File: config.mk
export PLATFORM = sky130hd
export DESIGN_NAME = classic_index_fetch
export DESIGN_NICKNAME = d
export VERILOG_FILES = /design/src/rtl/classic_index_fetch.sv
export SDC_FILE = /design/constraint.sdc
export NUM_CORES = 1
export LEC_CHECK = 0
export CAP_MARGIN = 20
export CORE_MARGIN = 8
export CORE_UTILIZATION = 50
export CTS_BUF_LIST = sky130_fd_sc_hd__clkbuf_16
export DETAILED_ROUTE_END_ITERATION = 10
export PLACE_DENSITY_LB_ADDON = 0.3
export SKIP_CTS_REPAIR_TIMING = 1
export SYNTH_ARGS = -nofsm -noshare
export SYNTH_HDL_FRONTEND = slang
export SYNTH_SLANG_ARGS = --single-unit
File: constraint.sdc
create_clock -name clk -period 1.9 [get_ports clk]
set_input_delay 0.285 -clock clk [delete_from_list [all_inputs] [get_ports clk]]
set_output_delay 0.285 -clock clk [all_outputs]
set_load 0.05 [all_outputs]
File: src/rtl/classic_index_fetch.sv
// rtl/classic_index_fetch.sv - VGA-timed 2x upscaling map ROM fetch with per-frame highlight substitution
module classic_index_fetch #(
    parameter int IMG_W   = 320,
    parameter int IMG_H   = 240,
    parameter int ADDR_W  = 17,
    parameter int ROM_LAT = 2
) (
    input  logic              clk,
    input  logic              reset_n,
    input  logic              hs_in,
    input  logic              vs_in,
    input  logic              de_in,
    input  logic              hl_en,
    input  logic [4:0]        hl_src,
    input  logic [4:0]        hl_dst,
    output logic [ADDR_W-1:0] rom_addr,
    input  logic [4:0]        rom_data,
    output logic [4:0]        index,
    output logic              hs_out,
    output logic              vs_out,
    output logic              de_out
);
    localparam int COL_W = $clog2(IMG_W + 1);
    localparam int ROW_W = $clog2(IMG_H + 1);
    localparam logic [COL_W-1:0]  COL_END   = COL_W'(IMG_W);
    localparam logic [ROW_W-1:0]  ROW_END   = ROW_W'(IMG_H);
    localparam logic [ADDR_W-1:0] LAST_ADDR = ADDR_W'(IMG_W * IMG_H - 1);

    typedef struct packed {
        logic hs;
        logic vs;
        logic de;
        logic oob;
    } tap_t;

    localparam tap_t TAP_IDLE = '{hs: 1'b1, vs: 1'b1, de: 1'b0, oob: 1'b0};

    logic [ADDR_W-1:0] addr;
    logic [ADDR_W-1:0] line_base;
    logic [COL_W-1:0]  col;
    logic [ROW_W-1:0]  row;
    logic              x_half;
    logic              line_odd;
    logic              prev_de;
    logic              prev_vs;
    logic              hl_en_s;
    logic [4:0]        hl_src_s;
    logic [4:0]        hl_dst_s;
    tap_t              pipe [0:ROM_LAT];

    logic frame_start;
    logic line_end;
    logic in_img;

    assign frame_start = prev_vs & ~vs_in;
    assign line_end    = prev_de & ~de_in;
    assign in_img      = de_in && (col < COL_END) && (row < ROW_END);

    // Frame start has priority over a coincident line end so no stale rewind survives.
    always_ff @(posedge clk or negedge reset_n) begin
        if (!reset_n) begin
            addr      <= '0;
            line_base <= '0;
            col       <= '0;
            row       <= '0;
            x_half    <= 1'b0;
            line_odd  <= 1'b0;
            prev_de   <= 1'b0;
            prev_vs   <= 1'b1;
            hl_en_s   <= 1'b0;
            hl_src_s  <= '0;
            hl_dst_s  <= '0;
            rom_addr  <= '0;
        end else begin
            prev_de <= de_in;
            prev_vs <= vs_in;
            if (frame_start) begin
                addr      <= '0;
                line_base <= '0;
                col       <= '0;
                row       <= '0;
                x_half    <= 1'b0;
                line_odd  <= 1'b0;
                hl_en_s   <= hl_en;
                hl_src_s  <= hl_src;
                hl_dst_s  <= hl_dst;
            end else if (line_end) begin
                x_half <= 1'b0;
                col    <= '0;
                if (!line_odd) begin
                    addr     <= line_base;
                    line_odd <= 1'b1;
                end else begin
                    line_base <= addr;
                    line_odd  <= 1'b0;
                    if (row != ROW_END) begin
                        row <= row + ROW_W'(1);
                    end
                end
            end else if (in_img) begin
                rom_addr <= addr;
                x_half   <= ~x_half;
                if (x_half) begin
                    col <= col + COL_W'(1);
                    if (addr != LAST_ADDR) begin
                        addr <= addr + ADDR_W'(1);
                    end
                end
            end
        end
    end

    // Flag taps: stage 0 lines up with rom_addr, stage ROM_LAT with rom_data.
    always_ff @(posedge clk or negedge reset_n) begin
        if (!reset_n) begin
            for (int i = 0; i <= ROM_LAT; i++) begin
                pipe[i] <= TAP_IDLE;
            end
        end else begin
            pipe[0] <= '{hs: hs_in, vs: vs_in, de: de_in, oob: de_in & ~in_img};
            for (int i = 1; i <= ROM_LAT; i++) begin
                pipe[i] <= pipe[i-1];
            end
        end
    end

    always_ff @(posedge clk or negedge reset_n) begin
        if (!reset_n) begin
            index  <= '0;
            hs_out <= 1'b1;
            vs_out <= 1'b1;
            de_out <= 1'b0;
        end else begin
            hs_out <= pipe[ROM_LAT].hs;
            vs_out <= pipe[ROM_LAT].vs;
            de_out <= pipe[ROM_LAT].de;
            if (!pipe[ROM_LAT].de || pipe[ROM_LAT].oob) begin
                index <= '0;
            end else if (hl_en_s && rom_data == hl_src_s) begin
                index <= hl_dst_s;
            end else begin
                index <= rom_data;
            end
        end
    end
endmodule

==> results of run 1 <==
cells in the mapped netlist (all sizes together) (5+ instances only):
library cell  instances  area, µm²
a31oi                 5      31.28
and3                  6      37.54
mux2i                 9      90.09
a21oi                31      155.2
inv                   6      22.52
xnor2                 5      43.79
nand3                14      70.07
mux2                 19      214.0
dfrtp                93       2327
nor2                 31      118.9
o2111ai               6      52.55
nand4                 5      37.53
buf                  10      55.05
nand2b                5      31.28
clkbuf               19      72.56
dfstp                 8      210.2
xor2                 13      113.9
o21ai                21      120.1
nand2                90      337.8
nor3                 11      55.05
worst max-delay path: cells and delay by family (launching register included):
family          cells  cell delay [ns]
compound gates      3             0.73
simple gates        2             0.42
flops               1             0.37
fa+ha+maj           1             0.22
logic make-up (layout without fill, tap and decap cells):
family / Yosys count / in the layout / share of synthesized area (%)
and+or+nand+nor: 181 / 181 / 17.76
DFF: 101 / 101 / 54.75
AOI/OAI and AO/OA: 91 / 91 / 13.20
buffers and inverters: 35 / 136 / 3.239
muxes: 28 / 28 / 6.561
xor gates and xnor gates: 18 / 18 / 3.402
adders and majority gates: 4 / 4 / 1.080
where the power goes:
part	total (mW)	switching, mW	internal (mW)
logic	1.09	0.650	0.444
registers	2.44	0.114	2.32
clock network	1.92	0.867	1.06
total	5.46	1.63	3.83
area by class of cell:
type                    instances  area, µm²  share of cell area, %
flip-flops and latches        101       2537                  42.04
multi-input cells             322       2014                  33.37
repair buffers                114       1008                  16.71
clock buffers                   9      225.2                  3.731
well taps                     111      138.9                  2.301
clock inverters                 7      88.84                  1.472
inverters                       6      22.52                 0.3731
per-stage QoR:
stage          power (mW)  util [%]  cells  hold WS, ns
6_report            5.457     66.26    670       0.3392
2_1_floorplan       3.033         -    458     -0.01059
5_1_grt             5.664     66.26    670       0.3367
3_5_place_dp        3.538     61.85    652       0.3015
4_1_cts             5.478     65.30    668     -0.07574
3_3_place_gp        3.507     61.85    652       0.2908
per-layer routing:
metal / vias to the layer above / wire length (µm) / global-route usage (%)
li1: 1792 / - / -
met1: 1857 / 5323 / 24.22
met2: 114 / 5686 / 31.43
met3: 21 / 661 / 4.187
met4: 0 / 231 / 7.644
met5: - / 0 / 0
final timing paths:
| kind | start | slack (ns) | endpoint |
|---|---|---|---|
| setup reg to reg | addr[1] | 0.04 | addr[2] |
| max in group asynchronous | reset_n | 0.83 | line_base[5] |
| setup / recovery | addr[1] | 0.04 | addr[2] |
| min in group asynchronous | reset_n | 0.49 | index[2] |
| hold reg to reg | pipe[5] | 0.35 | pipe[1] |
| hold / removal | hs_in | 0.34 | pipe[11] |
registers in the layout, indices dropped and copies added (netlist names):
name       count
addr          17
col            9
de_out         1
hl_dst_s       5
hl_en_s        1
hl_src_s       5
hs_out         1
index          5
line_base     17
line_odd       1
pipe          12
rom_addr      17
row            8
vs_out         1
x_half         1
==> flow_summary.json, run 1 <==
{
  "status": "finished, final reports clean",
  "final_cell_mix": "93 x dfrtp_1, 89 x nand2_1, 66 x buf_4",
  "syn_to_final_growth_pct": 30.24,
  "fill_cells": 703,
  "die_area_um2": 12610,
  "grt_pass1_wl_mm": 19.49,
  "rsz0062_at_grt": "yes",
  "cp-end-kind": "flip-flop",
  "clk_pin_slew_worst_paths_ns": 0.07,
  "cts_tree": "yes",
  "ir_worst_vdd_uv": 469.4,
  "num_rows": 35,
  "finClkSkew_ns": 0.008162,
  "slew_headroom_pct": 64.09,
  "synth_edf_count": 0,
  "drc_errors": 0,
  "ys_types": 54,
  "antenna_found_initial": 0,
  "first_pass_iters": 4,
  "clockRootBuffer": "clkbuf_16",
  "ant_nets": 0,
  "fin_nets": 579,
  "finalWirelength_mm": 11.90,
  "p_leak_nw": 2.718,
  "cpPeakStageDelay_ns": 0.39,
  "path_max_fanout": 6,
  "synth_cells": 458,
  "critPathArrivalTime_ns": 2.09,
  "finalCritPeriodShare_pct": 97.83,
  "placed_cell_area_um2": 5634,
  "vias": 3784,
  "crit_slowest_cell": "o31a_4",
  "antenna_cells": 0,
  "preCtsSetupSlack_ns": -0.1655,
  "hp-class": "input port to flip-flop",
  "final_common_cell": "dfrtp_1",
  "r2r_cells": 6,
  "htree_levels": 3,
  "ys.flop_type": "dfrtp_1",
  "synth_area_um2": 4634,
  "yosysSeqAreaShare_pct": 54.75,
  "crit_required_ns": 2.13,
  "grt_max_degree": 42,
  "cts_sinks": 101,
  "grt_pass1_vias": 3832,
  "grtUsageTotal_pct": 19.19,
  "setup_ws_ns": 0.04127,
  "die_h_um": 112.3,
  "setup_viol": 0,
  "clk_latency_ns": 0.35,
  "fmax_mhz": 538.0,
  "ys_ff_latch": 101,
  "ys_warn_count": 0,
  "cts_buffers": 9,
  "routabilityCongestion": 0.9225,
  "drive_gt1_share_pct": 24.15,
  "hold_path_depth": 1,
  "tightestPinTransition_ns": 0.5387,
  "die_x_um": 112.3,
  "ioPinCount": 46,
  "place.port_buffers": 45,
  "start_util_pct": 50.88,
  "crit_chain": "ha_2 > nand4_4 > or2_4 > o31a_4 > o21ai_4 > o2bb2ai_1",
  "cts_buffer_depth": 2,
  "coreArea_um2": 9109,
  "dpl.hpwl_mm": 8.494,
  "cellPowerDensity_nw_per_um2": 904.1,
  "syn_nets": 483,
  "cap_violations": 0,
  "design_area_um2": 6036,
  "cp-start-kind": "flip-flop",
  "drtIter0Drc": 279,
  "viasPerCell": 5.648,
  "overflow": 0,
  "setup_tns_ns": 0,
  "drv_slew": 0,
  "avgSynthCellArea_um2": 10.12,
  "hold_viol_final": 0,
  "async_reset_ff_share_pct": 100.0,
  "period_needed_ns": 1.859,
  "post_drt_wl_per_cell_um": 17.77,
  "path_class": "flip-flop to flip-flop"
}
Power figures use the tool's default switching activity.
==> run 2, diff against run 1 <==
==> constraint.sdc (replaced) <==
create_clock -name clk -period 1.9 [get_ports clk]
set_input_delay 0.38 -clock clk [delete_from_list [all_inputs] [get_ports clk]]
set_output_delay 0.38 -clock clk [all_outputs]
set_load 0.05 [all_outputs]
==> run 2 against run 1 <==
Effect of this change:
- setup slack worse by 0.0040 ns
- total power down 0.94%
- worst hold slack improved by 0.0038 ns
- core utilization up 0.082 points
- non-clock buffer count grew 2
- flip-flop and latch count is the same
- largest cell class unchanged
- combinational power about the same
- wire length is 2.0% lower
- via count about the same
==> flow_summary.json, run 2 (synthesized netlist as in run 1, its figures left out) <==
{
  "status": "finished, final reports clean",
  "swShare_pct": 29.55,
  "crit_chain": "clkdlybuf4s50_1",
  "cts_sinks": 101,
  "critPathArrivalTime_ns": 1.48,
  "grt_pass1_wl_mm": 19.33,
  "overflow": 0,
  "first_pass_iters": 6,
  "rsz0062_at_grt": "yes",
  "power_frac_comb_pct": 20.3,
  "reg2reg_to": "addr[5]",
  "r2r_slack_ns": 0.05,
  "startpoint": "index[3]",
  "drc_errors": 0,
  "setup_viol": 0,
  "p_leak_nw": 2.812,
  "cp-end-kind": "primary output",
  "grtUsageTotal_pct": 18.97,
  "grt_max_degree": 48,
  "final_cell_mix": "93 x dfrtp_1, 89 x nand2_1, 81 x buf_4",
  "reg.largest.list": "addr (17), line_base (17), rom_addr (17)",
  "coreArea_um2": 9109,
  "rr_startpoint": "addr[10]",
  "cts_tree": "yes",
  "final-seq-area_um2": 2537,
  "clk_latency_ns": 0.34,
  "finalCritPeriodShare_pct": 98.04,
  "num_rows": 35,
  "placed_cells": 652,
  "tightestPinTransition_ns": 0.5193,
  "switchingPower_mw": 1.597,
  "routabilityCongestion": 0.9491,
  "die_h_um": 112.3,
  "path_class": "flip-flop to primary output",
  "crit_required_ns": 1.52,
  "vias": 3786,
  "met2_length_mm": 5.527,
  "cellPowerDensity_nw_per_um2": 894.5,
  "dpl.hpwl_mm": 8.228,
  "clockPowerShare_pct": 34.5,
  "slew_headroom_pct": 65.32,
  "finalWirelength_mm": 11.67,
  "period_needed_ns": 1.863,
  "clockRootBuffer": "clkbuf_16",
  "place.port_buffers": 45,
  "final_common_cell": "dfrtp_1",
  "drv_slew": 0,
  "intPower_mw": 3.809,
  "crit_slowest_cell": "clkdlybuf4s50_1",
  "cpPeakStageDelay_ns": 0.80,
  "r2r_cells": 8,
  "grt_pass1_vias": 3806,
  "die_area_um2": 12610,
  "wl_met1_mm": 5.162,
  "wl_met3_um": 722,
  "hp-class": "input port to flip-flop",
  "finClkSkew_ns": 0.006325,
  "htree_levels": 3,
  "die_x_um": 112.3,
  "path_buf_inv": 1,
  "cts_buffers": 9,
  "path_max_fanout": 1,
  "ioPinCount": 46,
  "ir_worst_vdd_uv": 525.5,
  "clk_pin_slew_worst_paths_ns": 0.07,
  "syn_to_final_growth_pct": 30.40,
  "cp_top_family": "buffers and inverters",
  "fin_nets": 581,
  "power_mw": 5.406,
  "drive_gt1_share_pct": 27.09,
  "fmax_mhz": 536.8,
  "seq_power_share_pct": 45.2,
  "preCtsSetupSlack_ns": -0.2402,
  "endpoint": "index[3]",
  "antenna_cells": 0,
  "ant_nets": 0,
  "crit_cells": 1,
  "cts_buffer_depth": 2,
  "cap_violations": 0,
  "viasPerCell": 5.634,
  "drtIter0Drc": 205,
  "antenna_found_initial": 0,
  "setup_ws_ns": 0.03723,
  "fill_cells": 716,
  "post_drt_wl_per_cell_um": 17.37,
  "cp-start-kind": "flip-flop",
  "hold_viol_final": 0,
  "fin_cells": 672,
  "start_util_pct": 50.88,
  "multi_input_area_um2": 2032,
  "routed.top_layer": "met4"
}
-- run 2: cell count changes in the layout (fill, tap and decap cells not counted), moves of 2 or more --
cell / previous run / this run
buf_4: 66 / 81
clkdlybuf4s50_1: 42 / 24
dlymetal6s2s_1: 0 / 3
inv_6: 1 / 4
inv_8: 3 / 0
nor3_1: 9 / 11
nor3_2: 2 / 0
o21ai_0: 14 / 18
o21ai_1: 5 / 0
-- run 2: worst min path at each step --
| stage | start | endpoint | cells after the start |
|---|---|---|---|
| final | de_in | pipe[9] | 1 |
| after global routing | de_in | pipe[9] | 1 |
| after CTS | reset_n | pipe[1] | 1 |
| after detailed placement | reset_n | pipe[1] | 1 |
| after global placement | reset_n | pipe[0] | 1 |
| after floorplan | reset_n | addr[0] | 0 |
-- run 2: layer usage --
| metal | GRT usage (%) | vias up |
|---|---|---|
| li1 | - | 1800 |
| met1 | 24.48 | 1818 |
| met2 | 30.39 | 142 |
| met3 | 4.240 | 26 |
| met4 | 7.464 | 0 |
| met5 | 0 | - |
-- run 2: cell type report --
cell class | count | area share (%)
multi-input cells | 322 | 33.62
well taps | 111 | 2.298
flip-flops and latches | 101 | 41.99
clock inverters | 7 | 1.284
clock buffers | 9 | 3.727
inverters | 6 | 0.3727
repair buffers | 116 | 16.71
-- run 2: through the flow --
step	hold slack [ns]	utilization [%]	setup TNS, ns	cell area, µm²
after global routing	0.3487	66.35	-0.09798	6043
after detailed placement	0.2239	61.58	-4.026	5609
final	0.3430	66.35	0	6043
after CTS	-0.1466	64.90	-0.08486	5912
after global placement	0.2204	61.58	-2.523	5609
after floorplan	0.08441	-	0	4634
-- run 2: power by group through the flow --
stage                     logic, mW  clock network [mW]  registers [mW]
after global routing           1.18                1.98            2.47
after CTS                      1.06                1.90            2.44
final                          1.10                1.87            2.44
after floorplan               0.363                   0            2.67
after global placement         1.03                   0            2.47
after detailed placement       1.05                   0            2.48
